<file path="src/rtl/riscv_defs.sv">
// riscv_defs: shared pipeline constants (bubble instruction, register-address width) and pipe_ctrl FSM encoding
package riscv_defs;
  localparam logic [31:0] NOP_INS = 32'h13;
  localparam int REG_AW = 5;
  typedef enum logic {RUN = 1'b0, FLUSH = 1'b1} state_t;
endpackage

</file>
<file path="src/rtl/hazard_det.sv">
// hazard_det: combinational load-use compare; ports: EX rd/wen/is_load, ID rs1/rs2 addr+ren in, lu out
import riscv_defs::*;
module hazard_det (
  input  logic              ex_is_load,
  input  logic [REG_AW-1:0] ex_rd_addr,
  input  logic              ex_rd_wen,
  input  logic [REG_AW-1:0] id_rs1_addr,
  input  logic [REG_AW-1:0] id_rs2_addr,
  input  logic              id_rs1_ren,
  input  logic              id_rs2_ren,
  output logic              lu
);
  assign lu = ex_is_load && ex_rd_wen && ex_rd_addr != '0 &&
              ((id_rs1_ren && id_rs1_addr == ex_rd_addr) || (id_rs2_ren && id_rs2_addr == ex_rd_addr));
endmodule

</file>
<file path="src/rtl/pipe_ctrl.sv">
// pipe_ctrl: pipeline hold/flush/redirect control; ports: jump/busy/hazard inputs in, holds/flushes/redirect and stall/flush counters out
import riscv_defs::*;
module pipe_ctrl #(
  parameter int          FETCH_LAT = 1,
  parameter logic [31:0] NOP_INS   = riscv_defs::NOP_INS,
  parameter int          CNT_W     = 32
) (
  input  logic              clk,
  input  logic              rst,
  input  logic              jump_en,
  input  logic [31:0]       jump_addr,
  input  logic              ex_busy,
  input  logic              ex_is_load,
  input  logic [REG_AW-1:0] ex_rd_addr,
  input  logic              ex_rd_wen,
  input  logic [REG_AW-1:0] id_rs1_addr,
  input  logic [REG_AW-1:0] id_rs2_addr,
  input  logic              id_rs1_ren,
  input  logic              id_rs2_ren,
  output logic              hold_pc,
  output logic              hold_if_id,
  output logic              hold_id_ex,
  output logic              flush_if_id,
  output logic              flush_id_ex,
  output logic              redirect_en,
  output logic [31:0]       redirect_addr,
  output logic [CNT_W-1:0]  stall_cnt,
  output logic [CNT_W-1:0]  flush_cnt
);
  state_t     state, nxt_state;
  logic [2:0] fcnt, nxt_fcnt;
  logic       lu, jmp, busy;
  hazard_det u_hd (
    .ex_is_load (ex_is_load),
    .ex_rd_addr (ex_rd_addr),
    .ex_rd_wen  (ex_rd_wen),
    .id_rs1_addr(id_rs1_addr),
    .id_rs2_addr(id_rs2_addr),
    .id_rs1_ren (id_rs1_ren),
    .id_rs2_ren (id_rs2_ren),
    .lu         (lu)
  );
  // outputs are combinational, so gate requests with rst to keep them quiet while in reset
  assign jmp  = rst && jump_en;
  assign busy = rst && ex_busy;
  always_comb begin
    nxt_state     = state;
    nxt_fcnt      = fcnt;
    hold_pc       = 1'b0;
    hold_if_id    = 1'b0;
    hold_id_ex    = 1'b0;
    flush_if_id   = 1'b0;
    flush_id_ex   = 1'b0;
    redirect_en   = 1'b0;
    redirect_addr = '0;
    if (jmp) begin
      redirect_en   = 1'b1;
      redirect_addr = jump_addr;
      flush_if_id   = 1'b1;
      flush_id_ex   = 1'b1;
      nxt_state     = FETCH_LAT > 0 ? FLUSH : RUN;
      nxt_fcnt      = 3'(FETCH_LAT);
    end else if (busy) begin
      hold_pc    = 1'b1;
      hold_if_id = 1'b1;
      hold_id_ex = 1'b1;
    end else if (state == FLUSH) begin
      flush_if_id = 1'b1;
      nxt_fcnt    = fcnt - 3'd1;
      nxt_state   = fcnt <= 3'd1 ? RUN : FLUSH;
    end else if (rst && lu) begin
      hold_pc     = 1'b1;
      hold_if_id  = 1'b1;
      flush_id_ex = 1'b1;
    end
  end
  always_ff @(posedge clk or negedge rst) begin
    if (!rst) begin
      state     <= RUN;
      fcnt      <= '0;
      stall_cnt <= '0;
      flush_cnt <= '0;
    end else begin
      state     <= nxt_state;
      fcnt      <= nxt_fcnt;
      stall_cnt <= stall_cnt + CNT_W'(hold_pc);
      flush_cnt <= flush_cnt + CNT_W'(jmp);
    end
  end
endmodule

</file>
<file path="config.mk">
export PLATFORM = sky130hd
export DESIGN_NAME = pipe_ctrl
export DESIGN_NICKNAME = d
export VERILOG_FILES = /design/src/rtl/riscv_defs.sv /design/src/rtl/hazard_det.sv /design/src/rtl/pipe_ctrl.sv
export SDC_FILE = /design/constraint.sdc
export NUM_CORES = 1
export LEC_CHECK = 0
export ABC_AREA = 0
export CAP_MARGIN = 10
export CORE_UTILIZATION = 38
export CTS_CLUSTER_DIAMETER = 40
export DETAILED_ROUTE_END_ITERATION = 8
export PLACE_DENSITY = 0.77
export SLEW_MARGIN = 0
export SYNTH_ARGS = -nofsm -noshare
export SYNTH_HDL_FRONTEND = slang
export SYNTH_SLANG_ARGS = --single-unit
</file>
<file path="constraint.sdc">
create_clock -name clk -period 2.4 [get_ports clk]
set_clock_uncertainty 0.15 [all_clocks]
set_input_delay 0.48 -clock clk [delete_from_list [all_inputs] [get_ports clk]]
set_output_delay 0.48 -clock clk [all_outputs]
set_load 0.05 [all_outputs]
</file>
; Yosys cells after proc, flatten, opt, wreduce, memory -nomap -nowiden
; Cells that the tools add are included.
; Widths: inputs -> output; s select.
[word_totals]
regBits = 68
wordCells = 43
[classes]
n_addsub = 3
n_lt_le_gt_ge = 1
eq_ne = 3
muxes = 20
reduce_logical = 12
[ops]
columns = op, count
row1 = $add 32x1->32, 2
row2 = $mux 32, 1
row3 = $mux 1, 16
row4 = $eq 5x5->1, 2
row5 = $mux 3, 3
row6 = $logic_and 1x1->1, 8
row7 = $reduce_bool 5->1, 1
row8 = $le 3x1->1 const B, 1
row9 = $sub 3x1->3 const B, 1
row10 = $ne 2x2->1 const B, 1
row11 = $reduce_and 2->1, 1
row12 = $reduce_bool 2->1, 1
row13 = $logic_or 1x1->1, 1

; Depth between registers and ports, before layout
[logic_depth]
depth_word = 10
depth_mapped = 10

; Hierarchy
; Synthesis repeated with hierarchy kept, for this count alone.
[unflattened]
cells_unflattened = 342
hier_area_um2 = 3523.4
[by_module_without_submodules]
columns = mod, instances, cells_each, area_each_um2, seq_area_each_um2
row1 = pipe_ctrl, 1, 325, 3388.2, 1701.6
row2 = hazard_det, 1, 17, 135.1, 0.0

; Worst setup path after synthesis
; OpenSTA, ideal clock, no wires.
[synth_timing]
kind = input to register
start = in ex_rd_addr[3]
end = reg stall_cnt[16]
t_arrival_ns = 3.273
t_required_ns = 2.168
path_slack_ns = -1.105
cell_stages = 10
path_buffers = 0
path_cell_list = xor2_1 > nor4_1 > a32oi_1 > o22ai_1 > ha_1 > ha_1 > nand4_1 > or4_4 > nor2_2 > xor2_1
[synth_between]
elab_chain_cells = 10
word_cells_on_any_way = 14
[synth_lines]
columns = item, line
row1 = "start, declared", pipe_ctrl.sv:14  ; input logic [REG_AW-1:0] ex_rd_addr,
row2 = $eq 5x5->1, hazard_det.sv:14  ; ((id_rs1_ren && id_rs1_addr == ex_rd_addr) || (id_rs2_ren && id_rs2_addr == ex_rd_addr));
row3 = $logic_and 1x1->1, hazard_det.sv:14
row4 = $logic_or 1x1->1, hazard_det.sv:14
row5 = $logic_and 1x1->1 (*), hazard_det.sv:13  ; assign lu = ex_is_load && ex_rd_wen && ex_rd_addr != '0 &&
row6 = $logic_and 1x1->1 (*), pipe_ctrl.sv:71  ; end else if (rst && lu) begin
row7 = $mux 1 (*) (4 in series), n/a
row8 = net hold_if_id, pipe_ctrl.sv:21  ; output logic hold_if_id,
row9 = $add 32x1->32 (*), pipe_ctrl.sv:86  ; stall_cnt <= stall_cnt + CNT_W'(hold_pc);
row10 = "end signal, assigned", pipe_ctrl.sv:86
row11 = "end, declared", pipe_ctrl.sv:27  ; output logic [CNT_W-1:0] stall_cnt,
; Mark *: on every way through the listed nets, which the timed path passes. The rest lies on a longest branch.
; A chain may end at the register's enable or synchronous reset.

; Worst setup path after layout
[layout_timing]
start = reg state
end = reg stall_cnt[16]
[layout_between]
elab_chain_cells = 4
[layout_lines]
columns = item, line
row1 = "start, declared", pipe_ctrl.sv:30  ; state_t state, nxt_state;
row2 = "start signal, assigned", pipe_ctrl.sv:84  ; state <= nxt_state;
row3 = $mux 1, pipe_ctrl.sv:67  ; end else if (state == FLUSH) begin
row4 = $mux 1, pipe_ctrl.sv:63  ; end else if (busy) begin
row5 = $mux 1, pipe_ctrl.sv:56  ; if (jmp) begin
row6 = $add 32x1->32, pipe_ctrl.sv:86
; Every way passes these cells.

==> impl_metrics.py <==
metrics = {
    "outcome": {
        "status": "finished, violations left",
        "violations": "DRC, setup timing",
    },
    "global_route": {
        "grt_pass1_vias": 3359,
        "grt_max_degree": 65,
        "antenna_found_initial": 0,
        "grt_pass1_wl_um": 16510,
        "grt_usage_pct": 21.84,
        "overflow": 0,
    },
    "setup_path": {
        "crit_arrival_ns": 2.78,
        "cp_max_fo": 2,
        "end_kind": "flip-flop",
        "cp_slowest_stage_delay_ns": 0.44,
        "cp_top_family": "simple AND/OR/NAND/NOR gates",
        "path_class": "reg2reg",
        "cpMostUsedCell": "ha_4",
        "path_buf_inv": 1,
        "worstPathCellList": "and4b_1 -> o21ai_2 -> or2_1 -> o22ai_4 -> ha_4 -> ha_4 -> nand4_1 -> buf_4 -> or4_4 -> nor2_4 -> xor2_1",
        "required_ns": 2.53,
        "start_kind": "flip-flop",
        "critPathSlowestCell": "or4_4",
    },
    "placed_design": {
        "placed_cells": 608,
        "finalWeightedCongestion": 0.8498,
        "port-buffer-count": 156,
        "dp_hpwl_um": 7678,
        "placed_cell_area_um2": 5814,
    },
    "synthesis": {
        "synthCells": 329,
        "synth-seq-cells": 68,
        "async_flop_share_pct": 100.0,
        "synth_top_area_cell": "dfrtp_1",
        "yosysUniqueCellTypes": 40,
        "synth_nets": 389,
        "synth_top_area_share_pct": 48.47,
        "syn-cell-area_um2": 3511,
        "ys_seq_area_share_pct": 48.47,
        "synthFlopType": "dfrtp_1",
        "synth_edf_count": 0,
        "synth.area.top_cells": "dfrtp_1 (48%), xnor2_1 (13%), and3_1 (7.7%), xor2_1 (4.5%), nand4_1 (4.5%)",
        "yosysWarnings": 0,
        "avgSynthCellArea_um2": 10.67,
    },
    "floorplanning": {
        "core_area_um2": 8848,
        "floorplan.die_area_um2": 9628,
        "die_y_um": 98.12,
        "rows": 34,
        "pin_count": 157,
        "start_util_pct": 39.68,
        "die_w_um": 98.12,
    },
    "cts": {
        "clock_sinks": 68,
        "clockBufferDepth": 2,
        "clockRootBuffer": "clkbuf_8",
        "cts_buffers": 9,
        "insertion_delay_ns": 0.35,
        "cts_tree": "done",
        "ctsHtreeMaxLevel": 3,
        "hold_buffers": 0,
        "cts.reportedPaths.clkPinSlew_ns": 0.08,
    },
    "power_and_ir_drop": {
        "p_leak_nw": 2.859,
        "p_total_w": 0.003567,
        "ir_drop_uv": 350.0,
        "p_per_area_nw_per_um2": 572.8,
    },
    "cells_and_area": {
        "area_delta_synth_final_pct": 77.37,
        "mostFrequentLayoutCell": "clkdlybuf4s50_1",
        "fillers": 621,
        "drive_above_1_share_pct": 28.22,
        "diodes": 0,
        "final_nets": 583,
        "final_cells": 636,
        "fin_area_um2": 6227,
        "layout_common_cells": "clkdlybuf4s50_1 (95), dfrtp_1 (68), xnor2_1 (50), and3_1 (43), buf_4 (39)",
    },
    "timing": {
        "slew_headroom_pct": 61.72,
        "fmax_ghz": 0.3778,
        "period_needed_ns": 2.647,
        "fin_crit_sh_pct": 110.3,
        "setup_tns_ns": -3.131,
        "drv_slew": 0,
        "hold_violations": 0,
        "setup_viol": 26,
        "setup_ws_ns": -0.2472,
        "tightest_slew_ns": 0.5724,
        "rsz0062_at_grt": "true",
    },
    "detailed_routing": {
        "dr.pass1.iters": 7,
        "viasPerCell": 5.168,
        "wl_um": 10410,
        "vias": 3287,
        "antenna_left": 0,
        "drcViolationCount": 9,
        "routedWlPerCell_um": 16.37,
        "drtIter0Drc": 142,
    },
    "hold_path": {
        "hold_class": "in2async",
    },
    "job": {
        "drv_cap": 0,
    },
}
[worst min-delay path: cells and delay by family]
family | cells | cell delay (ns)
buffers and inverters | 3 | 0.60
[where the power goes]
group / switching (W) / total, W / leakage [nW] / internal, W
Sequential: 0.000158 / 0.00142 / 0.920 / 0.00126
Combinational: 0.000690 / 0.00118 / 1.84 / 0.000489
Clock: 0.000456 / 0.000968 / 0.0999 / 0.000512
Total: 0.00130 / 0.00357 / 2.86 / 0.00226
[worst paths after layout]
| kind | startpoint | to | slack (ns) | depth (start not counted) |
|---|---|---|---|---|
| setup / recovery | state | stall_cnt[16] | -0.25 | 11 |
| min in group clk | flush_cnt[31] | flush_cnt[31] | 0.33 | 1 |
| setup reg to reg | state | stall_cnt[16] | -0.25 | 11 |
| hold / removal | rst | fcnt[2] | 0.15 | 3 |
| max in group asynchronous | rst | flush_cnt[31] | 1.60 | 3 |
| hold reg to reg | flush_cnt[31] | flush_cnt[31] | 0.33 | 1 |
[per-layer routing]
metal / vias to the layer above / GRT usage, % / wire length [um]
li1: 1551 / - / -
met1: 1604 / 23.97 / 3951
met2: 122 / 40.74 / 5649
met3: 10 / 5.154 / 707
met4: 0 / 7.925 / 102
met5: - / 0 / 0
[per-stage QoR]
stage / setup WS, ns / utilization, % / hold slack [ns]
final: -0.2472 / 70.38 / 0.1503
after global routing: -0.3378 / 70.38 / 0.1787
after CTS: -0.1572 / 68.30 / 0.1693
after detailed placement: -0.8470 / 65.71 / 0.3194
after global placement: -0.7496 / 65.71 / 0.3110
after floorplan: -0.5284 / - / 0.03441
[cell families after synthesis]
group                    synth area share [%]
AO/OA/AOI/OAI                           2.139
XOR/XNOR                                17.71
adder cells (fa/ha/maj)                 1.782
buffers and inverters                   2.067
flip-flops                              48.47
AND/OR/NAND/NOR                         27.83
[flip-flops by register name, summed over array words and instances, names as in the netlist]
signal and count:
fcnt 3, state 1, flush_cnt 32, stall_cnt 32
[Yosys cell counts, types with 2 or more instances]
cell      number
and2_1         7
o21ai_0        4
nor3_1         2
xnor2_1       53
nand2_1       18
and3_1        43
o22ai_1        2
nor3_2         2
nor4_4         3
nand4_1       25
clkbuf_1       9
nand3_1       24
dfrtp_1       68
nand4b_1       2
nor2_1         9
and4_1         3
a21oi_1        4
xor2_1        18
nor4_1         2
ha_1           5
inv_1          7
[final cells by class]
class | instances | area (um^2) | share of cell area, %
clock buffers | 11 | 141.4 | 2.270
clock inverters | 5 | 60.06 | 0.9644
inverters | 7 | 30.03 | 0.4822
multi-input cells | 243 | 1962 | 31.50
flip-flops and latches | 68 | 1702 | 27.33
well taps | 108 | 135.1 | 2.170
repair buffers | 194 | 2197 | 35.28
[timing repair]
item	4_1_cts	5_1_grt
pin swaps	23	22
cloned	0	0
gates resized for setup	59	28
setup endpoints to repair	32	62
buffers inserted	7	8
Note: power is estimated with default switching activity, not from simulation.
